==> config.mk <==
export PLATFORM = sky130hd
export DESIGN_NAME = fifo_sync_param_flat
export DESIGN_NICKNAME = d
export VERILOG_FILES = /design/src/rtl/fifo_sync_param_if.sv /design/src/rtl/fifo_sync_param.sv /design/src/flat_wrapper.sv
export SDC_FILE = /design/constraint.sdc
export NUM_CORES = 1
export LEC_CHECK = 0
export BUFFER_PORTS_ARGS = -buffer_cell sky130_fd_sc_hd__buf_2
export CAP_MARGIN = 20
export CORE_UTILIZATION = 46
export DETAILED_ROUTE_END_ITERATION = 12
export GPL_TIMING_DRIVEN = 0
export SLEW_MARGIN = 20
export SYNTH_ARGS = -nofsm -noshare
export SYNTH_HDL_FRONTEND = slang
export SYNTH_SLANG_ARGS = --single-unit
==> constraint.sdc <==
create_clock -name clk -period 3.5 [get_ports clk]
set_clock_uncertainty 0.05 [all_clocks]
set_input_delay 0.7 -clock clk [delete_from_list [all_inputs] [get_ports clk]]
set_output_delay 0.7 -clock clk [all_outputs]
set_load 0.01 [all_outputs]
==> src/rtl/fifo_sync_param_if.sv <==
// Producer/consumer bundle for fifo_sync_param.
// master drives requests, slave is the FIFO side.
interface fifo_sync_param_if #(
    parameter int FIFO_WIDTH = 16,
    parameter int FIFO_DEPTH = 8
);
    localparam int CW = $clog2(FIFO_DEPTH + 1);

    logic [FIFO_WIDTH-1:0] data_in;
    logic                  wr_en;
    logic                  rd_en;
    logic [FIFO_WIDTH-1:0] data_out;
    logic                  rd_valid;
    logic                  wr_ack;
    logic                  overflow;
    logic                  underflow;
    logic                  full;
    logic                  empty;
    logic                  almostfull;
    logic                  almostempty;
    logic [CW-1:0]         count;

    modport master (
        output data_in, wr_en, rd_en,
        input  data_out, rd_valid,
        input  wr_ack, overflow, underflow,
        input  full, empty,
        input  almostfull, almostempty,
        input  count
    );

    modport slave (
        input  data_in, wr_en, rd_en,
        output data_out, rd_valid,
        output wr_ack, overflow, underflow,
        output full, empty,
        output almostfull, almostempty,
        output count
    );
endinterface

==> src/rtl/fifo_sync_param.sv <==
// Single-clock FIFO, any depth >= 2, with thresholds,
// occupancy output and optional first-word fall-through.
module fifo_sync_param #(
    parameter int FIFO_WIDTH = 16,
    parameter int FIFO_DEPTH = 8,
    parameter bit FWFT       = 1'b0,
    parameter int AF_THRESH  = FIFO_DEPTH - 2,
    parameter int AE_THRESH  = 1
) (
    input logic              clk,
    input logic              rst_n,
    fifo_sync_param_if.slave bus
);
    localparam int PW = (FIFO_DEPTH > 1) ?
                        $clog2(FIFO_DEPTH) : 1;
    localparam int CW = $clog2(FIFO_DEPTH + 1);

    if (FIFO_DEPTH < 2) begin : g_bad_depth
        $error("fifo_sync_param: FIFO_DEPTH < 2");
    end
    if (AF_THRESH < 1 || AF_THRESH > FIFO_DEPTH) begin : g_bad_af
        $error("fifo_sync_param: AF_THRESH out of range");
    end
    if (AE_THRESH < 0 || AE_THRESH > FIFO_DEPTH - 1) begin : g_bad_ae
        $error("fifo_sync_param: AE_THRESH out of range");
    end

    logic [FIFO_WIDTH-1:0] r_mem [FIFO_DEPTH];
    logic [PW-1:0]         r_wr_ptr;
    logic [PW-1:0]         r_rd_ptr;
    logic [CW-1:0]         r_count;
    logic                  r_wr_ack;
    logic                  r_ovf;
    logic                  r_udf;

    logic w_full;
    logic w_empty;
    logic w_rd_acc;
    logic w_wr_acc;

    assign w_full   = (r_count == CW'(FIFO_DEPTH));
    assign w_empty  = (r_count == '0);
    assign w_rd_acc = bus.rd_en && !w_empty;
    // a read at full frees the slot the write lands in
    assign w_wr_acc = bus.wr_en && (!w_full || w_rd_acc);

    always_ff @(posedge clk) begin
        if (w_wr_acc) begin
            r_mem[r_wr_ptr] <= bus.data_in;
        end
    end

    always_ff @(posedge clk or negedge rst_n) begin
        if (!rst_n) begin
            r_wr_ptr <= '0;
            r_rd_ptr <= '0;
            r_count  <= '0;
            r_wr_ack <= 1'b0;
            r_ovf    <= 1'b0;
            r_udf    <= 1'b0;
        end else begin
            r_wr_ack <= w_wr_acc;
            r_ovf    <= bus.wr_en && !w_wr_acc;
            r_udf    <= bus.rd_en && !w_rd_acc;
            // explicit wrap keeps non-power-of-two depths legal
            if (w_wr_acc) begin
                r_wr_ptr <= (r_wr_ptr == PW'(FIFO_DEPTH - 1)) ?
                            '0 : r_wr_ptr + PW'(1);
            end
            if (w_rd_acc) begin
                r_rd_ptr <= (r_rd_ptr == PW'(FIFO_DEPTH - 1)) ?
                            '0 : r_rd_ptr + PW'(1);
            end
            if (w_wr_acc && !w_rd_acc) begin
                r_count <= r_count + CW'(1);
            end else if (w_rd_acc && !w_wr_acc) begin
                r_count <= r_count - CW'(1);
            end
        end
    end

    if (FWFT == 1'b0) begin : g_reg
        logic [FIFO_WIDTH-1:0] r_dout;
        logic                  r_rv;

        always_ff @(posedge clk or negedge rst_n) begin
            if (!rst_n) begin
                r_dout <= '0;
                r_rv   <= 1'b0;
            end else begin
                r_rv <= w_rd_acc;
                if (w_rd_acc) begin
                    r_dout <= r_mem[r_rd_ptr];
                end
            end
        end

        assign bus.data_out = r_dout;
        assign bus.rd_valid = r_rv;
    end else begin : g_fwft
        assign bus.data_out = w_empty ? '0 : r_mem[r_rd_ptr];
        assign bus.rd_valid = !w_empty;
    end

    assign bus.wr_ack      = r_wr_ack;
    assign bus.overflow    = r_ovf;
    assign bus.underflow   = r_udf;
    assign bus.full        = w_full;
    assign bus.empty       = w_empty;
    assign bus.almostfull  = (r_count >= CW'(AF_THRESH));
    assign bus.almostempty = (r_count <= CW'(AE_THRESH));
    assign bus.count       = r_count;
endmodule

==> src/flat_wrapper.sv <==
// flat-port wrapper written by rule: the top's interface ports become plain ports
module fifo_sync_param_flat 
#(
    parameter int FIFO_WIDTH = 16,
    parameter int FIFO_DEPTH = 8,
    parameter bit FWFT       = 1'b0,
    parameter int AF_THRESH  = FIFO_DEPTH - 2,
    parameter int AE_THRESH  = 1
)
  (clk, rst_n, bus_data_in, bus_wr_en, bus_rd_en, bus_data_out, bus_rd_valid, bus_wr_ack, bus_overflow, bus_underflow, bus_full, bus_empty, bus_almostfull, bus_almostempty, bus_count);
  fifo_sync_param_if #(.FIFO_WIDTH(FIFO_WIDTH), .FIFO_DEPTH(FIFO_DEPTH)) bus_i ();
  input logic clk;
  input logic rst_n;
  input wire logic [$bits(bus_i.data_in)-1:0] bus_data_in;
  input wire logic [$bits(bus_i.wr_en)-1:0] bus_wr_en;
  input wire logic [$bits(bus_i.rd_en)-1:0] bus_rd_en;
  output wire logic [$bits(bus_i.data_out)-1:0] bus_data_out;
  output wire logic [$bits(bus_i.rd_valid)-1:0] bus_rd_valid;
  output wire logic [$bits(bus_i.wr_ack)-1:0] bus_wr_ack;
  output wire logic [$bits(bus_i.overflow)-1:0] bus_overflow;
  output wire logic [$bits(bus_i.underflow)-1:0] bus_underflow;
  output wire logic [$bits(bus_i.full)-1:0] bus_full;
  output wire logic [$bits(bus_i.empty)-1:0] bus_empty;
  output wire logic [$bits(bus_i.almostfull)-1:0] bus_almostfull;
  output wire logic [$bits(bus_i.almostempty)-1:0] bus_almostempty;
  output wire logic [$bits(bus_i.count)-1:0] bus_count;
  assign bus_i.data_in = bus_data_in;
  assign bus_i.wr_en = bus_wr_en;
  assign bus_i.rd_en = bus_rd_en;
  assign bus_data_out = bus_i.data_out;
  assign bus_rd_valid = bus_i.rd_valid;
  assign bus_wr_ack = bus_i.wr_ack;
  assign bus_overflow = bus_i.overflow;
  assign bus_underflow = bus_i.underflow;
  assign bus_full = bus_i.full;
  assign bus_empty = bus_i.empty;
  assign bus_almostfull = bus_i.almostfull;
  assign bus_almostempty = bus_i.almostempty;
  assign bus_count = bus_i.count;
  fifo_sync_param #(.FIFO_WIDTH(FIFO_WIDTH), .FIFO_DEPTH(FIFO_DEPTH), .FWFT(FWFT), .AF_THRESH(AF_THRESH), .AE_THRESH(AE_THRESH)) u_core (.clk(clk), .rst_n(rst_n), .bus(bus_i));
endmodule
==> results, run 1 <==
- The run finished with clean final reports.
- The routed metal-1 wire length is 6.630 mm.
- The number of nets handed over by synthesis was 396.
- The type of the worst setup path is reg2out.
- The delay of the slowest cell on the worst path is 500 ps.
- Walking the worst path, the cells encountered are inv_1 -> ha_1 -> nor3b_4 -> clkbuf_1 -> buf_2.
- The instance count after placement with tap cells included is 602.
- The compound-cell area share of the yosys netlist is 0.08410.
- The via count of the first global-routing pass came to 3456.
- In this run the vertical extent of the chip is 119.7 um.
- The internal power of the cells totals 4.611 mW.
- The amount of wire on met2 after detailed routing is 6.347 mm.
- The portion of netlist area occupied by mux cells is 0.1191.
- The number of pins with negative max-slew slack in the final report is 0.
- The switching power of the nets is 2.115 mW.
- Yosys attributes the largest share of cell area to edfxtp_1 60%, dfrtp_1 12%, mux2_2 6.4%.
- The clock tree root driver cell is clkbuf_16.
- The combinational share of power is 0.314.
- Clock latency on the worst-skew pair, taken at its later pin, is 420 ps.
- For this design the static power due to leakage is 2.864 nW.
- In the layout the commonest cells are 128 x edfxtp_1, 53 x buf_2, 36 x mux2_2.
- The endpoint kind of the worst setup timing path is an output pin.
- The count of endpoints failing hold in the final timing report is 0.
- Synthesis instantiated 35 different standard cells from the library.
- The portion of total power attributed to sequential cells is 0.391.
- Data on the critical path arrives at its endpoint at 2410 ps.
- The synthesized-area fraction occupied by adder cells is 0.01965.
- The total vias in the final route is 3511.
- The detailed router used layers up to and including met4.
- Summing all non-filler instances in the final layout gives an area of 7614 um^2.
- The number of synthesis warnings is 0.
- In this run the tool buffered the top-level ports with 47 buffer cells.
- The placeable core area is 13350 um^2.
- The number of nets with antenna violations after detailed routing is 0.
- The total overflow left after global routing is 0.
- The relative slew slack is 0.4322.
- The cell area after technology mapping is 6367 um^2.
- The power per cell area is 883.5 nW/um^2.
- Of the total power, the clock network draws 0.296.
- At the end of routability-driven placement, the weighted congestion stood at 0.7382.
- Of the total synthesized cell area, the portion taken by XOR and XNOR cells is 0.005502.
- After the first detailed-routing iteration, the DRC count stood at 283.
- The routed length on met3 is 746 um.
- Synthesis inferred 158 register bits.
- The final layout contains routed wiring with a total length of 14.00 mm.
- Once placement finished, the instance area stood at 6974 um^2.
- For this design, the sink count on the clock tree is 158.
- The number of design rule violations left after detail routing is 0.
- The TritonCTS clock tree is yes.
- The largest net degree at the start of global routing is 31.
- Pin placement for this block handled 48 I/O pins.
- The antenna diode count is 0.
- Buffers added to address setup during post-CTS repair amount to 0.
- The maximum fanout encountered on the critical timing path is 10.
- Counting along the longest clock path gives a buffer depth of 2.
- The multi-input gate area in the final layout is 1669 um^2.
- Leaving out filler cells and counting taps, the final layout contains 634.
- The most area-hungry cell type in the Yosys netlist is edfxtp_1.
- The sequential area share after synthesis is 0.7216.
- The peak supply drop is 0.0003658 V.
- The number of nets in the layout is 475.
- In the global route stage, overall resource usage came out at 0.2124.
- TritonCTS created 17 clock buffers.
- The final count of negative-setup-slack endpoints is 0.
- The average cell area after synthesis is 17.40 um^2.
- CTS built an H-tree with a depth of 4.
- STA classifies the critical path startpoint as a register.
- The most common cell after layout, fill and taps aside is edfxtp_1.
- After synthesis, the largest family of logic cells by area is multiplexers.
- The worst path needs 3160 ps of the cycle, external delays included.
- Fill cells in the final layout number 1049.
- For this run, the share of the core covered by cells in the final layout is 0.5704.
- The worst hold slack is 330.2 ps.
- The maximum clock frequency is 0.3165 GHz.
- After clock tree synthesis, the clock-pin slew on the worst setup and hold paths is 60 ps.
- The area of all sequential standard cells is 4594 um^2.
- In this run the horizontal extent of the chip is 119.7 um.
- On the critical path, the stage with the largest delay is an instance of nor3b_4.
- Using the TritonRoute via totals, the vias-per-cell ratio works out to 5.538.
- The worst path meets setup with 340.3 ps of slack.
- The length of the first detailed-routing pass in iterations is 4.
- The switching power as a share of total power is 0.3145.
- After floorplanning, the core was divided into 42 placement rows.
- The synthesis-to-finish area growth is 19.57%.
- The initial utilization of the core area, before any placement, comes to 0.4770.
- Before CTS, the worst setup slack after placement is 777.0 ps.
- The first-pass GRT wire length is 21.30 mm.
- Setup repair after global routing left no endpoint under its margin.
- Max-cap violations in this run came to 0.
- The initial antenna violation count is 0.
- The measured slew at the worst slew-check pin is 844.7 ps.
- The simple-gate area share of the yosys netlist is 0.02692.
- Buffers inserted to repair hold after CTS numbered 0.
- The final worst-path cycle share is 0.9028.
- The number of gates resized after CTS is 0.
- The fraction of layout cells with a size suffix above 1 is 0.3493.
- The class of the tightest hold or removal check is in2async.
- The sum of net half-perimeters after detailed placement is 8.829 mm.
- The floorplan die area is 14320 um^2.
- At the worst endpoint, the required time is 2750 ps.
- Of the post-synthesis cell area, the dominant cell type holds 0.6037.
- Counting every instance in the synthesized netlist gives 366.
- The mean routed wirelength per cell is 22.08 um.
==> Yosys cell counts (all sizes together) <==
cell      n
edfxtp  128
mux2     38
mux2i    33
dfrtp    30
o21ai    19
a22o     16
o22ai    16
o31ai    16
buf      12
ha       10
nor2      8
clkbuf    6
inv       6
nand2b    5
nor3      5
nand2     3
xor2      3
nor2b     2
a21oi     1
and2      1
and3      1
nand3b    1
nand4     1
nor3b     1
nor4      1
o211ai    1
or4       1
xnor2     1
==> worst max-delay path, delay by kind of cell (launching register included) <==
| kind | cells | cell delay, ps |
|---|---|---|
| buf+inv | 3 | 850 |
| flops | 1 | 460 |
| simple gates | 1 | 500 |
| fa+ha+maj | 1 | 180 |
==> per-layer routing <==
layer  global-route usage  up-vias
met5                    0        -
met4              0.09453        0
met3              0.04325       21
met2               0.3121      110
met1               0.3056     1784
li1                     -     1596
==> registers in the layout (all words and copies together), names as in the netlist <==
name	count
u_core.bus.count	4
u_core.r_wr_ptr	3
u_core.bus.rd_valid	1
u_core.r_rd_ptr	3
u_core.bus.wr_ack	1
u_core.bus.underflow	1
u_core.bus.overflow	1
u_core.r_mem	128
u_core.bus.data_out	16
==> cells by family (layout without fill, tap and decap cells) <==
logic type      after synthesis  after routing
buf+inv                      24            116
mux                          71             71
flops                       158            158
compound gates               69             69
xor+xnor                      4              4
simple gates                 30             30
fa+ha+maj                    10             10
==> through the flow <==
| step | power (mW) | setup TNS [ps] |
|---|---|---|
| 2_1_floorplan | 4.010 | 0 |
| 3_3_place_gp | 4.661 | -57220 |
| 3_5_place_dp | 4.780 | 0 |
| 4_1_cts | 6.765 | 0 |
| 5_1_grt | 7.030 | 0 |
| 6_report | 6.727 | 0 |
==> final timing paths <==
kind                                        startpoint                     end  slack [ps]  cells after the start
worst min-delay path                             rst_n      u_core.r_wr_ptr[1]         330                      1
max in group asynchronous                        rst_n  u_core.bus.data_out[4]        2540                      1
worst max register to register     u_core.bus.count[0]     u_core.bus.count[3]         760                      9
worst min register to register  u_core.bus.data_out[2]  u_core.bus.data_out[2]         480                      2
worst max-delay path               u_core.bus.count[0]               bus_empty         340                      5
min in group clk                u_core.bus.data_out[2]  u_core.bus.data_out[2]         480                      2
==> final cells by class <==
class                   count  area share
repair buffers             60     0.04503
multi-input cells         184      0.2192
clock inverters            11     0.02482
flip-flops and latches    158      0.6035
clock buffers              21     0.05916
plain buffers              18     0.01643
well taps                 176     0.02892
inverters                   6    0.002958
==> power groups by stage <==
stage	Combinational [mW]	Sequential, mW	Clock, mW
after floorplan	1.33	2.68	0
after global placement	2.01	2.65	0
after detailed placement	2.11	2.67	0
after CTS	2.13	2.63	2.01
after global routing	2.27	2.67	2.09
final	2.11	2.63	1.99
Power figures use the tool's default switching activity.
==> run 2: changes to the inputs <==
SETUP_SLACK_MARGIN = 0.4   (was unset)
==> results, run 2 (synthesized netlist as in run 1, its figures left out) <==
- The run finished with clean final reports.
- The final count of negative-setup-slack endpoints is 0 (unchanged).
- The measured slew at the worst slew-check pin is 781.9 ps (-62.78 ps).
- The total detailed-routing wirelength was 13.72 mm (-2.0%).
- The die span in y is 119.7 um (unchanged).
- The sum of buffers and inverters on the critical path is 2 (-1).
- The switching power of the nets is 2.096 mW (-0.92%).
- The TritonCTS sink count came to 158 (unchanged).
- The initial standard-cell utilization of the core is 0.4770 (unchanged).
- The placeable core area is 13350 um^2 (unchanged).
- The initial antenna violation count is 0 (unchanged).
- The met1 track utilization from global routing is 0.2843 (-0.02126).
- The via density per instance came to 5.420 (-2.1%).
- The number of buffer cells added on primary ports is 47 (unchanged).
- The width of the chip came to 119.7 um (unchanged).
- The maximum clock frequency was 0.3652 GHz (+15%).
- The largest net degree at the start of global routing came to 31 (unchanged).
- The switching power as a share of total power was 0.3195 (+0.005037).
- The worst hold slack came to 301.2 ps (-29.02 ps).
- The first-pass GRT wire length is 20.90 mm (-1.9%).
- The clock share of power is 0.278 (-0.018).
- The final RePlAce weighted congestion is 0.7376 (about the same).
- The clock-pin slew reported for the worst setup and hold paths after clock tree synthesis is 60 ps (about the same).
- The combinational share of power is 0.319 (+0.005).
- The final total negative setup slack is 0 ps (unchanged).
- The fraction of layout cells with a size suffix above 1 is 0.3501 (+0.0007644).
- The arrival time of the worst setup path is 3040 ps (+630 ps).
- The via count of the first global-routing pass was 3495 (+1.1%).
- The worst-skew pair later-pin latency is 430 ps (about the same).
- The final critical delay including setup and external delays is 2738 ps (-421.8 ps).
- The number of nets in the layout is 474 (-0.21%).
- The sum of net half-perimeters after detailed placement is 8.518 mm (-3.5%).
- The maximum fanout encountered on the critical timing path is 8 (-2).
- The total congestion overflow after global routing came to 0 (unchanged).
- The minimum setup slack among reg-to-reg paths was 760 ps (about the same).
- The number of buffers inserted for hold repair after clock tree synthesis is 0 (unchanged).
- The delay of the slowest cell on the worst path is 500 ps (about the same).
- The nature of the critical path startpoint is a register.
- The overall power consumption is 6.560 mW (-2.5%).
- Walking the worst path, the cells encountered are inv_1 -> ha_1 -> nand3b_1 -> o21ai_2 -> inv_1 -> ha_1 -> or4_1 -> a21oi_2 -> xor2_1.
- The mean routed wirelength per cell came to 21.67 um (-1.9%).
- The peak supply drop is 0.0003702 V (+1.2%).
- The number of levels the H-tree was split into came to 4 (unchanged).
- The met2 global-route usage is 0.3313 (+0.01915).
- The max capacitance violation total is 0 (unchanged).
- The number of design rule violations left after detail routing is 0 (unchanged).
- The number of cell rows is 42 (unchanged).
- The setup slack after placement is 746.1 ps (-30.90 ps).
- The all-layer global routing usage is 0.2092 (-0.003224).
- The TritonCTS clock tree is yes.
- The number of buffers between clock root and the deepest sink came to 2 (unchanged).
- The synthesis-to-finish area growth is 19.10%.
- The internal power contribution is 4.464 mW (-3.2%).
- The reported leakage power is 2.833 nW (-1.1%).
- More flip-flops sit in one register than any other, and that register is u_core.r_mem.
- The relative slew slack is 0.4764 (+0.04425).
- STA classifies the critical path endpoint as a register.
- The cell class contributing the biggest share of worst-path delay is simple AND/OR/NAND/NOR gates.
- The class of the tightest hold or removal check is in2async.
- The data required time at the worst endpoint is 3800 ps (+1050 ps).
- The length of the first detailed-routing pass in iterations is 4 (unchanged).
- The count of endpoints failing hold in the final timing report was 0 (unchanged).
- Setup repair after global routing left no endpoint under its margin.
- The global routing stage identified its most utilized layer as met2.
- The total vias in the final route is 3431 (-2.3%).
- The antenna diode count is 0 (unchanged).
- The most common cell after layout, fill and taps aside is edfxtp_1.
- The type of the worst setup path is reg2reg.
- The global routing usage on met3 is 0.05133 (+0.008080).
- The DRC violation total after the first TritonRoute iteration is 256 (-9.5%).
- The worst setup margin came to 762.1 ps (+421.8 ps).
- The number of pins with negative max-slew slack in the final report is 0 (unchanged).
- The final worst-path cycle share came to 0.7823 (-0.1205).
- The floorplan die area is 14320 um^2 (unchanged).
- The portion of total power attributed to sequential cells is 0.402 (+0.011).
- The flip-flop count of the largest register after layout was 128 (unchanged).
- Leaving out fill and tap cells, the most frequent cells in the layout are 128 x edfxtp_1, 51 x buf_2, 36 x mux2_2.
- Clock tree synthesis selected as its root buffer the cell clkbuf_16.
- The power per cell area was 865.0 nW/um^2 (-2.1%).
- The number of nets with antenna violations after detailed routing is 0 (unchanged).
- The worst-path cell with the longest stage delay is or4_1.
- The number of top-level pins came to 48 (unchanged).
- The number of buffers inserted during clock tree synthesis is 17 (unchanged).
run 2: layer usage:
layer  part of all wire  up-vias
met5                  0        -
met4              0.014        0
met3              0.051       15
met2               0.47       94
met1               0.46     1730
li1                   -     1592
run 2: stage by stage:
step           instance area, um^2    util  std cells
2_1_floorplan                 6374       -        366
4_1_cts                       7569  0.5670        631
3_5_place_dp                  6978  0.5228        599
3_3_place_gp                  6829  0.5116        589
6_report                      7584  0.5681        633
5_1_grt                       7584  0.5681        633
run 2: timing repair:
action,in CTS,in global routing
gates resized for setup,1,0
setup endpoints to repair,1,1
cloned,0,0
buffers inserted,0,2
run 2: final cells by class:
type                       count  area (um^2)
tap                          176        220.2
inverter                       6        22.52
fill                        1074         5764
clock inverter                13        146.4
sequential                   158         4594
multi-input combinational    184         1683
buffer                        18        126.4
timing repair buffer          59        347.8
clock buffer                  19        442.9
run 2: worst paths after layout:
| kind | start | to | depth (start not counted) |
|---|---|---|---|
| setup / recovery | u_core.bus.count[0] | u_core.bus.count[3] | 9 |
| setup reg to reg | u_core.bus.count[0] | u_core.bus.count[3] | 9 |
| min in group clk | u_core.bus.data_out[0] | u_core.bus.data_out[0] | 2 |
| max in group asynchronous | rst_n | u_core.bus.data_out[4] | 1 |
| hold / removal | rst_n | u_core.bus.rd_valid | 1 |
| hold reg to reg | u_core.bus.data_out[0] | u_core.bus.data_out[0] | 2 |
run 2: power groups by stage:
| stage | Sequential, mW | Clock (mW) | Combinational [mW] |
|---|---|---|---|
| 3_3_place_gp | 2.66 | 0 | 2.00 |
| 2_1_floorplan | 2.68 | 0 | 1.33 |
| 6_report | 2.64 | 1.83 | 2.10 |
| 4_1_cts | 2.64 | 1.85 | 2.12 |
| 3_5_place_dp | 2.68 | 0 | 2.10 |
| 5_1_grt | 2.69 | 1.92 | 2.27 |
